$ cat src/rtl/rf_pkg.sv
// Shared types and address-mapping helpers for the banked GPGPU register file.
package rf_pkg;

  typedef enum logic [1:0] {
    INIT,
    IDLE,
    SECOND
  } rf_state_e;

  function automatic int rows_of(input int warp_addr, input int reg_addr, input int bank_addr);
    return 1 << (warp_addr + reg_addr - bank_addr);
  endfunction

  // Warp-swizzled bank select keeps the same register of neighbouring warps in different banks.
  function automatic int bank_of(input int warp, input int rg, input int bank_addr);
    return (warp + rg) & ((1 << bank_addr) - 1);
  endfunction

  function automatic int row_of(input int warp, input int rg, input int reg_addr, input int bank_addr);
    return (warp << (reg_addr - bank_addr)) | (rg >> bank_addr);
  endfunction

endpackage

$ cat src/rtl/rf_bank.sv
// One simple dual-port register-file bank: combinational read port with write-first
// bypass, one synchronous write port.
module rf_bank #(
  parameter int DATA = 32,
  parameter int ROWS = 16,
  parameter int AW   = 4
) (
  input  logic            clk,
  input  logic            we,
  input  logic [AW-1:0]   waddr,
  input  logic [DATA-1:0] wdata,
  input  logic [AW-1:0]   raddr,
  output logic [DATA-1:0] rdata
);

  logic [DATA-1:0] mem [ROWS];

  always_ff @(posedge clk) begin
    if (we) begin
      mem[waddr] <= wdata;
    end
  end

  assign rdata = (we && (waddr == raddr)) ? wdata : mem[raddr];

endmodule

$ cat src/rtl/gpgpu_banked_rf.sv
// Banked multi-warp operand register file with bank-conflict serialisation.
// Define RF_INIT_EN to zero-sweep all rows after reset before accepting reads.
module gpgpu_banked_rf
  import rf_pkg::*;
#(
  parameter int DATA      = 32,
  parameter int WARP_ADDR = 2,
  parameter int REG_ADDR  = 3,
  parameter int BANK_ADDR = 1,
  parameter int OREG      = 0
) (
  input  logic                 clk,
  input  logic                 rst,
  input  logic                 rd_valid,
  output logic                 rd_ready,
  input  logic [WARP_ADDR-1:0] rd_warp,
  input  logic [REG_ADDR-1:0]  rd_a_reg,
  input  logic [REG_ADDR-1:0]  rd_b_reg,
  output logic                 out_valid,
  output logic [DATA-1:0]      out_a,
  output logic [DATA-1:0]      out_b,
  input  logic                 wr_en,
  input  logic [WARP_ADDR-1:0] wr_warp,
  input  logic [REG_ADDR-1:0]  wr_reg,
  input  logic [DATA-1:0]      wr_data,
  output logic                 init_done
);

  localparam int NB   = 1 << BANK_ADDR;
  localparam int BW   = (BANK_ADDR > 0) ? BANK_ADDR : 1;
  localparam int RW   = WARP_ADDR + REG_ADDR - BANK_ADDR;
  localparam int ROWS = rows_of(WARP_ADDR, REG_ADDR, BANK_ADDR);
`ifdef RF_INIT_EN
  localparam rf_state_e RST_STATE = INIT;
`else
  localparam rf_state_e RST_STATE = IDLE;
`endif

  rf_state_e state_q, state_d;
  logic accept, conflict, init_last;

  logic [BW-1:0] bank_a, bank_b, bank_bq, bank_w;
  logic [RW-1:0] row_a, row_b, row_bq, row_w;

  logic [WARP_ADDR-1:0] warp_q;
  logic [REG_ADDR-1:0]  b_reg_q;
  logic [DATA-1:0]      a_hold_q, a_rd, b_rd;

  logic                 s1_valid_q;
  logic [DATA-1:0]      s1_a_q, s1_b_q;

  logic            bank_we    [NB];
  logic [RW-1:0]   bank_waddr [NB];
  logic [DATA-1:0] bank_wdata [NB];
  logic [RW-1:0]   bank_raddr [NB];
  logic [DATA-1:0] bank_rdata [NB];

  assign bank_a  = BW'(bank_of(int'(rd_warp), int'(rd_a_reg), BANK_ADDR));
  assign bank_b  = BW'(bank_of(int'(rd_warp), int'(rd_b_reg), BANK_ADDR));
  assign bank_bq = BW'(bank_of(int'(warp_q), int'(b_reg_q), BANK_ADDR));
  assign bank_w  = BW'(bank_of(int'(wr_warp), int'(wr_reg), BANK_ADDR));
  assign row_a   = RW'(row_of(int'(rd_warp), int'(rd_a_reg), REG_ADDR, BANK_ADDR));
  assign row_b   = RW'(row_of(int'(rd_warp), int'(rd_b_reg), REG_ADDR, BANK_ADDR));
  assign row_bq  = RW'(row_of(int'(warp_q), int'(b_reg_q), REG_ADDR, BANK_ADDR));
  assign row_w   = RW'(row_of(int'(wr_warp), int'(wr_reg), REG_ADDR, BANK_ADDR));

  always_ff @(posedge clk) begin
    if (rst) begin
      state_q <= RST_STATE;
    end else begin
      state_q <= state_d;
    end
  end

  always_comb begin
    state_d = state_q;
    case (state_q)
      INIT:    if (init_last) state_d = IDLE;
      IDLE:    if (accept && conflict) state_d = SECOND;
      SECOND:  state_d = IDLE;
      default: state_d = IDLE;
    endcase
  end

  always_comb begin
    rd_ready  = (state_q == IDLE) && !rst;
    init_done = (state_q != INIT) && !rst;
    accept    = rd_valid && rd_ready;
    conflict  = (bank_a == bank_b) && (rd_a_reg != rd_b_reg);
  end

`ifdef RF_INIT_EN
  logic [RW-1:0] init_cnt_q;

  always_ff @(posedge clk) begin
    if (rst || (state_q != INIT)) begin
      init_cnt_q <= '0;
    end else begin
      init_cnt_q <= init_cnt_q + RW'(1);
    end
  end

  assign init_last = (init_cnt_q == RW'(ROWS - 1));
`else
  assign init_last = 1'b0;
`endif

  // On a conflict the B address is written first so the A address wins the shared port.
  always_comb begin
    for (int i = 0; i < NB; i++) begin
      bank_raddr[i] = '0;
    end
    if (state_q == SECOND) begin
      bank_raddr[bank_bq] = row_bq;
    end else begin
      bank_raddr[bank_b] = row_b;
      bank_raddr[bank_a] = row_a;
    end
  end

  always_comb begin
    a_rd = bank_rdata[bank_a];
    b_rd = (state_q == SECOND) ? bank_rdata[bank_bq] : bank_rdata[bank_b];
  end

  always_comb begin
    for (int i = 0; i < NB; i++) begin
      bank_we[i]    = wr_en && (bank_w == BW'(i));
      bank_waddr[i] = row_w;
      bank_wdata[i] = wr_data;
`ifdef RF_INIT_EN
      if (state_q == INIT) begin
        bank_we[i]    = 1'b1;
        bank_waddr[i] = init_cnt_q;
        bank_wdata[i] = '0;
      end
`endif
    end
  end

  for (genvar g = 0; g < NB; g++) begin : g_bank
    rf_bank #(
      .DATA (DATA),
      .ROWS (ROWS),
      .AW   (RW)
    ) u_bank (
      .clk   (clk),
      .we    (bank_we[g]),
      .waddr (bank_waddr[g]),
      .wdata (bank_wdata[g]),
      .raddr (bank_raddr[g]),
      .rdata (bank_rdata[g])
    );
  end

  // A conflicted request parks its A operand until B is read one cycle later.
  always_ff @(posedge clk) begin
    if (rst) begin
      s1_valid_q <= 1'b0;
      s1_a_q     <= '0;
      s1_b_q     <= '0;
      a_hold_q   <= '0;
      warp_q     <= '0;
      b_reg_q    <= '0;
    end else begin
      s1_valid_q <= 1'b0;
      if (state_q == SECOND) begin
        s1_valid_q <= 1'b1;
        s1_a_q     <= a_hold_q;
        s1_b_q     <= b_rd;
      end else if (accept && conflict) begin
        a_hold_q <= a_rd;
        warp_q   <= rd_warp;
        b_reg_q  <= rd_b_reg;
      end else if (accept) begin
        s1_valid_q <= 1'b1;
        s1_a_q     <= a_rd;
        s1_b_q     <= b_rd;
      end
    end
  end

  if (OREG != 0) begin : g_oreg
    logic            s2_valid_q;
    logic [DATA-1:0] s2_a_q, s2_b_q;

    always_ff @(posedge clk) begin
      if (rst) begin
        s2_valid_q <= 1'b0;
        s2_a_q     <= '0;
        s2_b_q     <= '0;
      end else begin
        s2_valid_q <= s1_valid_q;
        if (s1_valid_q) begin
          s2_a_q <= s1_a_q;
          s2_b_q <= s1_b_q;
        end
      end
    end

    assign out_valid = s2_valid_q;
    assign out_a     = s2_a_q;
    assign out_b     = s2_b_q;
  end else begin : g_no_oreg
    assign out_valid = s1_valid_q;
    assign out_a     = s1_a_q;
    assign out_b     = s1_b_q;
  end

endmodule

$ cat config.mk
export PLATFORM = sky130hd
export DESIGN_NAME = gpgpu_banked_rf
export DESIGN_NICKNAME = d
export VERILOG_FILES = /design/src/rtl/rf_pkg.sv /design/src/rtl/rf_bank.sv /design/src/rtl/gpgpu_banked_rf.sv
export SDC_FILE = /design/constraint.sdc
export NUM_CORES = 2
export LEC_CHECK = 0
export CAP_MARGIN = 0
export CORE_UTILIZATION = 55
export CTS_BUF_LIST = sky130_fd_sc_hd__clkbuf_4 sky130_fd_sc_hd__clkbuf_8 sky130_fd_sc_hd__clkbuf_16
export CTS_CLUSTER_SIZE = 30
export DETAILED_ROUTE_END_ITERATION = 8
export HOLD_SLACK_MARGIN = 0.12
export PLACE_DENSITY = 0.75
export SLEW_MARGIN = 10
export SYNTH_ARGS = -nofsm -noshare
export SYNTH_HDL_FRONTEND = slang
export SYNTH_SLANG_ARGS = --single-unit
export TNS_END_PERCENT = 30
$ cat constraint.sdc
create_clock -name clk -period 5.2 [get_ports clk]
set_input_delay 1.56 -clock clk [delete_from_list [all_inputs] [get_ports clk]]
set_output_delay 1.56 -clock clk [all_outputs]
set_load 0.01 [all_outputs]
==> results_dict.tcl <==
set metrics [dict create \
    outcome "completed" \
    synth_fp_nets 3407 \
    htree_levels 3 \
    fill_cells 5847 \
    critPathMaxStageDelay_ns 0.50 \
    path_class "primary input to flip-flop" \
    ir_worst_vdd_v 0.000322 \
    synth_enable_flop_cells 1024 \
    die_w_um 297 \
    p_per_area_nw_per_um2 378 \
    ctsHoldBuffers 0 \
    firstDrtPassIters 8 \
    cts_setup_buffers 0 \
    dp_hpwl_mm 89.6 \
    hold_start "a_hold_q[8]" \
    cp-start-kind "primary input" \
    drv_cap 0 \
    synth_seq_cells 1128 \
    syn2layout_area_growth_pct 17.6 \
    routed_via_density 7.27 \
    num_vias 34700 \
    hold_viol_final 0 \
    min_period_over_period 0.914 \
    initial_core_util 0.560 \
    nNetsFinal 3580 \
    fin_area_um2 56500 \
    drive_gt1_frac 0.158 \
    numCtsBuffers 112 \
    drv_slew 0 \
    fin_cells 4770 \
    timing.rr.start "b_reg_q[0]" \
    yosysTopAreaCellShare 0.640 \
    drc 0 \
    diodes 0 \
    clk_latency_ns 0.70 \
    core_um2 85800 \
    endpoint_kind "flip-flop" \
    ant_nets 0 \
    ys_warn_count 0 \
    async_flop_share 0 \
    synthFlopType "edfxtp_1" \
    io_buffers 115 \
    cts-resized-gates 0 \
    power.leakage_nw 18.4 \
    critPathArrivalTime_ns 5.29 \
    cts.sink_count 1128 \
    rsz0062_at_grt "false" \
    relSlewSlack 0.162 \
    grt_pass1_vias 34200 \
    crit_path_max_fanout 42 \
    synth_area_leaders "edfxtp_1 64%, dfxtp_1 4.3%, o211ai_1 3.3%" \
    grt_pass1_wl_mm 225 \
    fin_crit_ns 4.75 \
    critPathRequiredTime_ns 5.74 \
    numPlacedInstances 4557 \
    antenna_found_initial 4 \
    fin_util 0.658 \
    critical_path.slowest_cell "or4_1" \
    path_clk_slew_ns 0.06 \
    crit_top_cell "buf_4" \
    cts-root-buf "clkbuf_16" \
    wl_mm 154 \
    ys_seq_area_frac 0.684 \
    rows 107 \
    dieHeight_um 297 \
    dpl_cell_area_um2 52600 \
    skew_ns 0.0341 \
    syn_avg_cell_area_um2 14.3 \
    cts_buffer_depth 3 \
    synthTopCellsByCount "1024 x edfxtp_1, 266 x clkbuf_1, 212 x o211ai_1, 194 x a211oi_1, 158 x o31ai_1" \
    cts_tree "yes" \
    gp_congestion 0.893 \
    ys_types 71 \
    grt_start_max_net_pins 121 \
    setup_viol 0 \
    tightest_slew_ns 1.25 \
    path_cells "clkdlybuf4s50_1 -> buf_4 -> xnor2_4 -> buf_4 -> nor4_4 -> nor3_2 -> buf_12 -> buf_12 -> mux2i_1 -> o221ai_1 -> buf_4 -> or4_1 -> a32oi_1 -> o22ai_1" \
    ios 116 \
    crit_start "rd_warp[0]" \
    syn_inst 3354 \
    grtUsageTotal 0.343 \
    fmaxAchievable_ghz 0.210 \
    synth_top_area_cell "edfxtp_1" \
    drt_iter0_drc 5093 \
    synth.most_common_cell "edfxtp_1" \
    grt_overflow 0 \
    syn_area_um2 48000 \
    avgRoutedWirePerCell_um 32.3 \
    die_area_um2 88500 \
    hold_path_class "flip-flop to flip-flop" \
]
==> worst paths after layout <==
check        cells after the start  slack [ns]           to
max                             14        0.45    out_a[12]
min                              2        0.49  a_hold_q[8]
max reg2reg                     13        0.83    out_a[16]
min reg2reg                      2        0.49  a_hold_q[8]
==> sequential cells by signal, indices dropped and copies added (netlist names) <==
| register | count |
|---|---|
| out_b | 32 |
| out_a | 32 |
| b_reg_q | 3 |
| warp_q | 2 |
| out_valid | 1 |
| a_hold_q | 32 |
| g_bank.u_bank.mem | 1024 |
| state_q | 2 |
==> where the power goes <==
| group | internal, mW | switching [mW] | leakage, nW |
|---|---|---|---|
| Combinational | 1.05 | 1.73 | 6.42 |
| Sequential | 10.1 | 0.129 | 10.1 |
| Clock | 4.95 | 3.45 | 1.94 |
| Total | 16.1 | 5.31 | 18.4 |
==> cells by family after synthesis <==
group	share of synthesized area
DFF	0.684
AOI/OAI and AO/OA	0.171
and+or+nand+nor	0.0702
buffers and inverters	0.0360
muxes	0.0360
xor gates and xnor gates	0.00232
adders and majority gates	0.00125
==> cell usage in the layout, fill, tap and decap left out, types with 66 or more instances in the layout <==
cell / n
mux2i_1: 130
clkdlybuf4s50_1: 113
nand4_1: 98
edfxtp_1: 1024
clkbuf_16: 114
inv_1: 71
nor4b_1: 124
buf_12: 66
buf_4: 232
dfxtp_1: 104
a211oi_1: 194
o31ai_1: 157
o211ai_1: 212
a21oi_1: 95
==> worst max-delay path: cells and delay by family <==
kind | cells | cell delay [ns]
buf+inv | 6 | 1.65
compound gates | 3 | 0.70
mux | 1 | 0.22
xor+xnor | 1 | 0.36
simple gates | 3 | 0.75
==> area by class of cell <==
type,instances,area (um^2),share of cell area
Timing Repair Buffer,413,4200,0.0744
Sequential cell,1128,32800,0.581
Tap cell,1144,1430,0.0253
Clock inverter,60,652,0.0115
Multi-Input combinational cell,1799,13900,0.245
Clock buffer,153,3230,0.0571
Inverter,73,274,0.00485
==> layer usage <==
layer  track usage  routed length, um
met2         0.516              68400
met4         0.164               7870
met1         0.468              57500
met5        0.0238                338
met3        0.0817              19900
==> through the flow <==
stage	setup WS, ns	setup TNS [ns]	hold WS (ns)	power, mW
after global placement	-0.140	-1.60	0.462	13.0
after global routing	0.220	0	0.514	21.9
final	0.448	0	0.490	21.4
after detailed placement	-0.166	-3.32	0.477	13.1
after floorplan	0.126	0	0.446	11.7
after CTS	0.481	0	0.487	21.3
(Power assumes the default switching activity.)
